==> config.mk <==
export PLATFORM = sky130hd
export DESIGN_NAME = char_fifo_serial
export DESIGN_NICKNAME = d
export VERILOG_FILES = /design/src/rtl/char_fifo_serial.sv
export SDC_FILE = /design/constraint.sdc
export NUM_CORES = 1
export LEC_CHECK = 0
export BUFFER_PORTS_ARGS = -buffer_cell sky130_fd_sc_hd__buf_2
export CAP_MARGIN = 20
export CORE_UTILIZATION = 60
export CTS_CLUSTER_SIZE = 30
export DETAILED_ROUTE_END_ITERATION = 6
export PLACE_DENSITY = 0.78
export REMOVE_ABC_BUFFERS = 1
export SLEW_MARGIN = 15
export SYNTH_ARGS = -nofsm -noshare
export SYNTH_HDL_FRONTEND = slang
export SYNTH_SLANG_ARGS = --single-unit
==> constraint.sdc <==
create_clock -name clk -period 6.58 [get_ports clk]
set_input_delay 0 -clock clk [delete_from_list [all_inputs] [get_ports clk]]
set_output_delay 0 -clock clk [all_outputs]
set_load 0.02 [all_outputs]
==> src/rtl/char_fifo_serial.sv <==
// Character FIFO fed by an asynchronous write strobe (sign) and drained by a
// synchronous pop; tracks occupancy and a sticky overflow flag.
module char_fifo_serial #(
  parameter int unsigned WIDTH = 8,
  parameter int unsigned DEPTH = 16,
  parameter int unsigned CW    = $clog2(DEPTH) + 1
) (
  input  logic             clk,
  input  logic             reset,
  input  logic             sign,
  input  logic [WIDTH-1:0] dato,
  input  logic             rd_en,
  input  logic             clr_ovf,
  output logic [WIDTH-1:0] datoEstable,
  output logic             vacio,
  output logic             lleno,
  output logic             overflow,
  output logic [CW-1:0]    count
);

  localparam int unsigned PW = $clog2(DEPTH);

  logic             s1, s2, s3;
  logic             wr, pop, full, empty, do_wr, drop;
  logic [PW-1:0]    wr_ptr, rd_ptr;
  logic [CW-1:0]    count_next;
  logic [WIDTH-1:0] mem [DEPTH];

  // Rising edge of the synchronized strobe is one write request.
  always_comb begin
    wr         = s2 & ~s3;
    full       = (count == CW'(DEPTH));
    empty      = (count == CW'(0));
    pop        = rd_en & ~empty;
    do_wr      = wr & (~full | pop);
    drop       = wr & full & ~pop;
    count_next = count;
    case ({do_wr, pop})
      2'b10:   count_next = count + CW'(1);
      2'b01:   count_next = count - CW'(1);
      default: count_next = count;
    endcase
  end

  always_ff @(posedge clk or posedge reset) begin
    if (reset) begin
      s1          <= 1'b0;
      s2          <= 1'b0;
      s3          <= 1'b0;
      wr_ptr      <= '0;
      rd_ptr      <= '0;
      count       <= '0;
      datoEstable <= '0;
      overflow    <= 1'b0;
      vacio       <= 1'b1;
      lleno       <= 1'b0;
    end else begin
      s1 <= sign;
      s2 <= s1;
      s3 <= s2;
      if (do_wr) wr_ptr <= wr_ptr + PW'(1);
      if (pop) begin
        rd_ptr      <= rd_ptr + PW'(1);
        datoEstable <= mem[rd_ptr];
      end
      count <= count_next;
      vacio <= (count_next == CW'(0));
      lleno <= (count_next == CW'(DEPTH));
      // A drop in the same cycle as a clear leaves the flag set.
      if (drop)         overflow <= 1'b1;
      else if (clr_ovf) overflow <= 1'b0;
    end
  end

  // Storage needs no reset: entries outside rd_ptr..wr_ptr are never read.
  always_ff @(posedge clk) begin
    if (do_wr) mem[wr_ptr] <= dato;
  end

endmodule

==> out/qor.yml <==
run_status: "finished, final reports clean"
gp_congestion: 0.832
setup_viol: 0
final_area_mm2: 0.00735
syn_to_final_growth_pct: 16.8
drive_above_1_share_pct: 25.4
rows: 37
relSlewSlack_pct: 37.6
ir_worst_vdd_uv: 296
dpl_cell_area_mm2: 0.00656
p_sw_uw: 935
hold_depth: 2
swShare_pct: 29.7
grt_max_degree: 36
cpPeakStageDelay_ns: 0.69
cts_tree: "built"
min_from: "sign"
clockBufferDepth: 2
ff2ff_path_depth: 4
async_flop_share_pct: 17.4
drt_pre_antenna_iters: 5
tns_ns: 0
core_mm2: 0.0102
ys_ff_latch: 155
yosysWarnings: 0
cts_root_buf: "clkbuf_8"
end_kind: "flip-flop"
seqPwrFrac_pct: 40.8
post_cts_resized: 0
clkSlewWorstSetupHoldPaths_ns: 0.06
die_area_mm2: 0.0109
crit_arrival_ns: 2.96
yosysTopAreaCell: "edfxtp_1"
layout_min_cycle_time_ns: 2.80
worstMarginPinSlew_ns: 0.932
start_kind: "flip-flop"
syn_area_per_cell_um2: 18.1
hold_ws_ns: 0.120
die_h_um: 104
routed_wl_um: 11800
grt_pass1_vias: 3297
grt_overflow: 0
pin_count: 29
period_share_pct: 42.5
fill_cells: 614
wire_per_inst_um: 21.6
worstPathMaxFanout: 11
route.detailed.vias_per_inst: 6.09
synthTopCellsByArea: "edfxtp_1 61%, mux4_2 11%, dfrtp_1 10%"
grt_pass1_wl_um: 18400
min_path_type: "in2reg"
diodes: 0
nets: 415
max_cap_violations: 0
drc: 0
multi_input_area_mm2: 0.00165
ff_latch_area_mm2: 0.00452
dp_hpwl_um: 7070
start_util_pct: 61.5
clkPwrFrac_pct: 31.8
crit_path_top_delay_cell: "nor2b_1"
worstSkewPairLatency_ns: 0.53
syn_area_mm2: 0.00629
grt_antenna_before_repair: 0
ant_nets: 0
cts.sinks: 155
p_leak_uw: 0.00257
synth-edff-count: 128
synth_cell_types: 42
seq_area_frac_synth_pct: 71.9
fin_skew_ns: 0.00899
drt_iter0_markers: 259
synth_top_area_share_pct: 61.1
p_comb_share_pct: 27.4
crit-reg2reg-launch: "s2"
hold_viol_final: 0
pwr_density_cell_mw_per_mm2: 428
syn_inst: 347
max_freq_mhz: 357
numCtsBuffers: 17
die_w_um: 104
cts_setup_buffers: 0
track_usage_pct: 23.8
rsz0062_at_grt: "no"
path_cells: "nor2b_1 > nand2_1 > nor3b_1 > and2_1"
crit_type: "reg2reg"
htreeDepth: 4
critPathLaunch: "s2"
route.vias.total: 3318
slew_violations: 0
hold_buffers: 13
p_int_uw: 2210
ys.flop_type: "edfxtp_1"
cp_data_required_time_ns: 6.74
io_buffers: 28
[metrics by stage]
| stage | setup WS, ns | power, uW | cells | util (%) |
|---|---|---|---|---|
| 2_1_floorplan | 3.98 | 1900 | 326 | - |
| 3_3_place_gp | 3.82 | 2130 | 498 | 64.1 |
| 3_5_place_dp | 3.70 | 2150 | 498 | 64.1 |
| 4_1_cts | 3.68 | 3160 | 543 | 71.3 |
| 5_1_grt | 3.61 | 3280 | 545 | 71.8 |
| 6_report | 3.78 | 3150 | 545 | 71.8 |
[cells in the final DEF, fill, tap and decap left out, types with 3 or more instances in the layout]
cell type,Yosys,routed
clkbuf_1,5,5
clkbuf_16,0,16
edfxtp_1,128,128
nand2_1,13,13
nor2_1,6,6
clkinv_1,0,4
nor3_1,13,9
inv_1,10,9
xnor2_1,9,9
o21ai_1,9,9
o21ai_0,3,3
ha_1,6,6
buf_4,1,8
mux4_2,32,32
bufinv_16,0,5
mux2i_1,19,19
and2_1,5,5
nand3_1,4,4
nor3_2,0,4
nor4_1,4,4
dfrtp_1,26,25
buf_2,12,28
a21oi_1,10,10
dlygate4sd3_1,0,14
[metal layers]
layer,share of wire [%],global-route usage [%],up-vias
met5,0,0,-
met4,2.7,10.7,0
met3,6.5,7.21,24
met2,49,37.3,126
met1,41,31.0,1692
li1,-,-,1476
[final cells by class]
class / count / share of cell area (%)
Multi-Input combinational cell: 161 / 22.4
Clock inverter: 10 / 2.33
Sequential cell: 155 / 61.5
Clock buffer: 22 / 5.89
Timing Repair Buffer: 51 / 5.01
Tap cell: 136 / 2.32
Inverter: 10 / 0.511
[state kept, by name, summed over array words and instances (netlist names)]
name and flops:
mem 128, datoEstable 8, count 5, rd_ptr 4, wr_ptr 4, lleno 1, overflow 1, s1 1
s2 1, s3 1, vacio 1
[power groups by stage]
stage / sequential, uW / clock, uW / combinational, uW
final: 1280 / 1000 / 864
after global routing: 1300 / 1050 / 937
after CTS: 1280 / 1010 / 864
after detailed placement: 1300 / 0 / 853
after global placement: 1290 / 0 / 840
after floorplan: 1420 / 0 / 484
[cell usage after synthesis, types with 2 or more instances]
cell	number
a31oi_1	2
nand3_1	4
nor3_1	13
inv_1	10
o21ai_0	3
o22ai_1	2
nor4_1	4
mux2i_1	19
o21ai_1	9
mux4_2	32
nor2_1	6
a21oi_1	10
nor4_2	2
o31ai_1	2
nor4b_1	2
edfxtp_1	128
nand2_1	13
ha_1	6
a211o_1	2
clkbuf_1	5
nand4_1	2
xnor2_1	9
buf_2	12
nand2b_1	2
and2_1	5
buf_1	2
dfrtp_1	26
[critical path, delay by kind of cell, from the launching register on]
kind / cells / cell delay, ns
flops: 1 / 0.36
simple gates: 4 / 2.08
[path summary, 6_finish.rpt]
path | end | slack [ns]
worst min-delay path | s1 | 0.12
worst max-delay path | mem[10][2] | 3.78
max in group asynchronous | wr_ptr[2] | 5.71
worst max register to register | mem[10][2] | 3.78
worst min register to register | s2 | 0.35
min in group asynchronous | datoEstable[0] | 0.48
[logic make-up after synthesis]
kind of cell | count (synthesis) | share of synthesized area, %
adder cells (fa/ha/maj) | 6 | 1.19
AO/OA/AOI/OAI | 35 | 3.36
AND/OR/NAND/NOR | 58 | 5.15
multiplexers | 52 | 14.7
buffers and inverters | 31 | 2.27
flip-flops | 155 | 71.9
XOR/XNOR | 10 | 1.51
(Power assumes the default switching activity.)
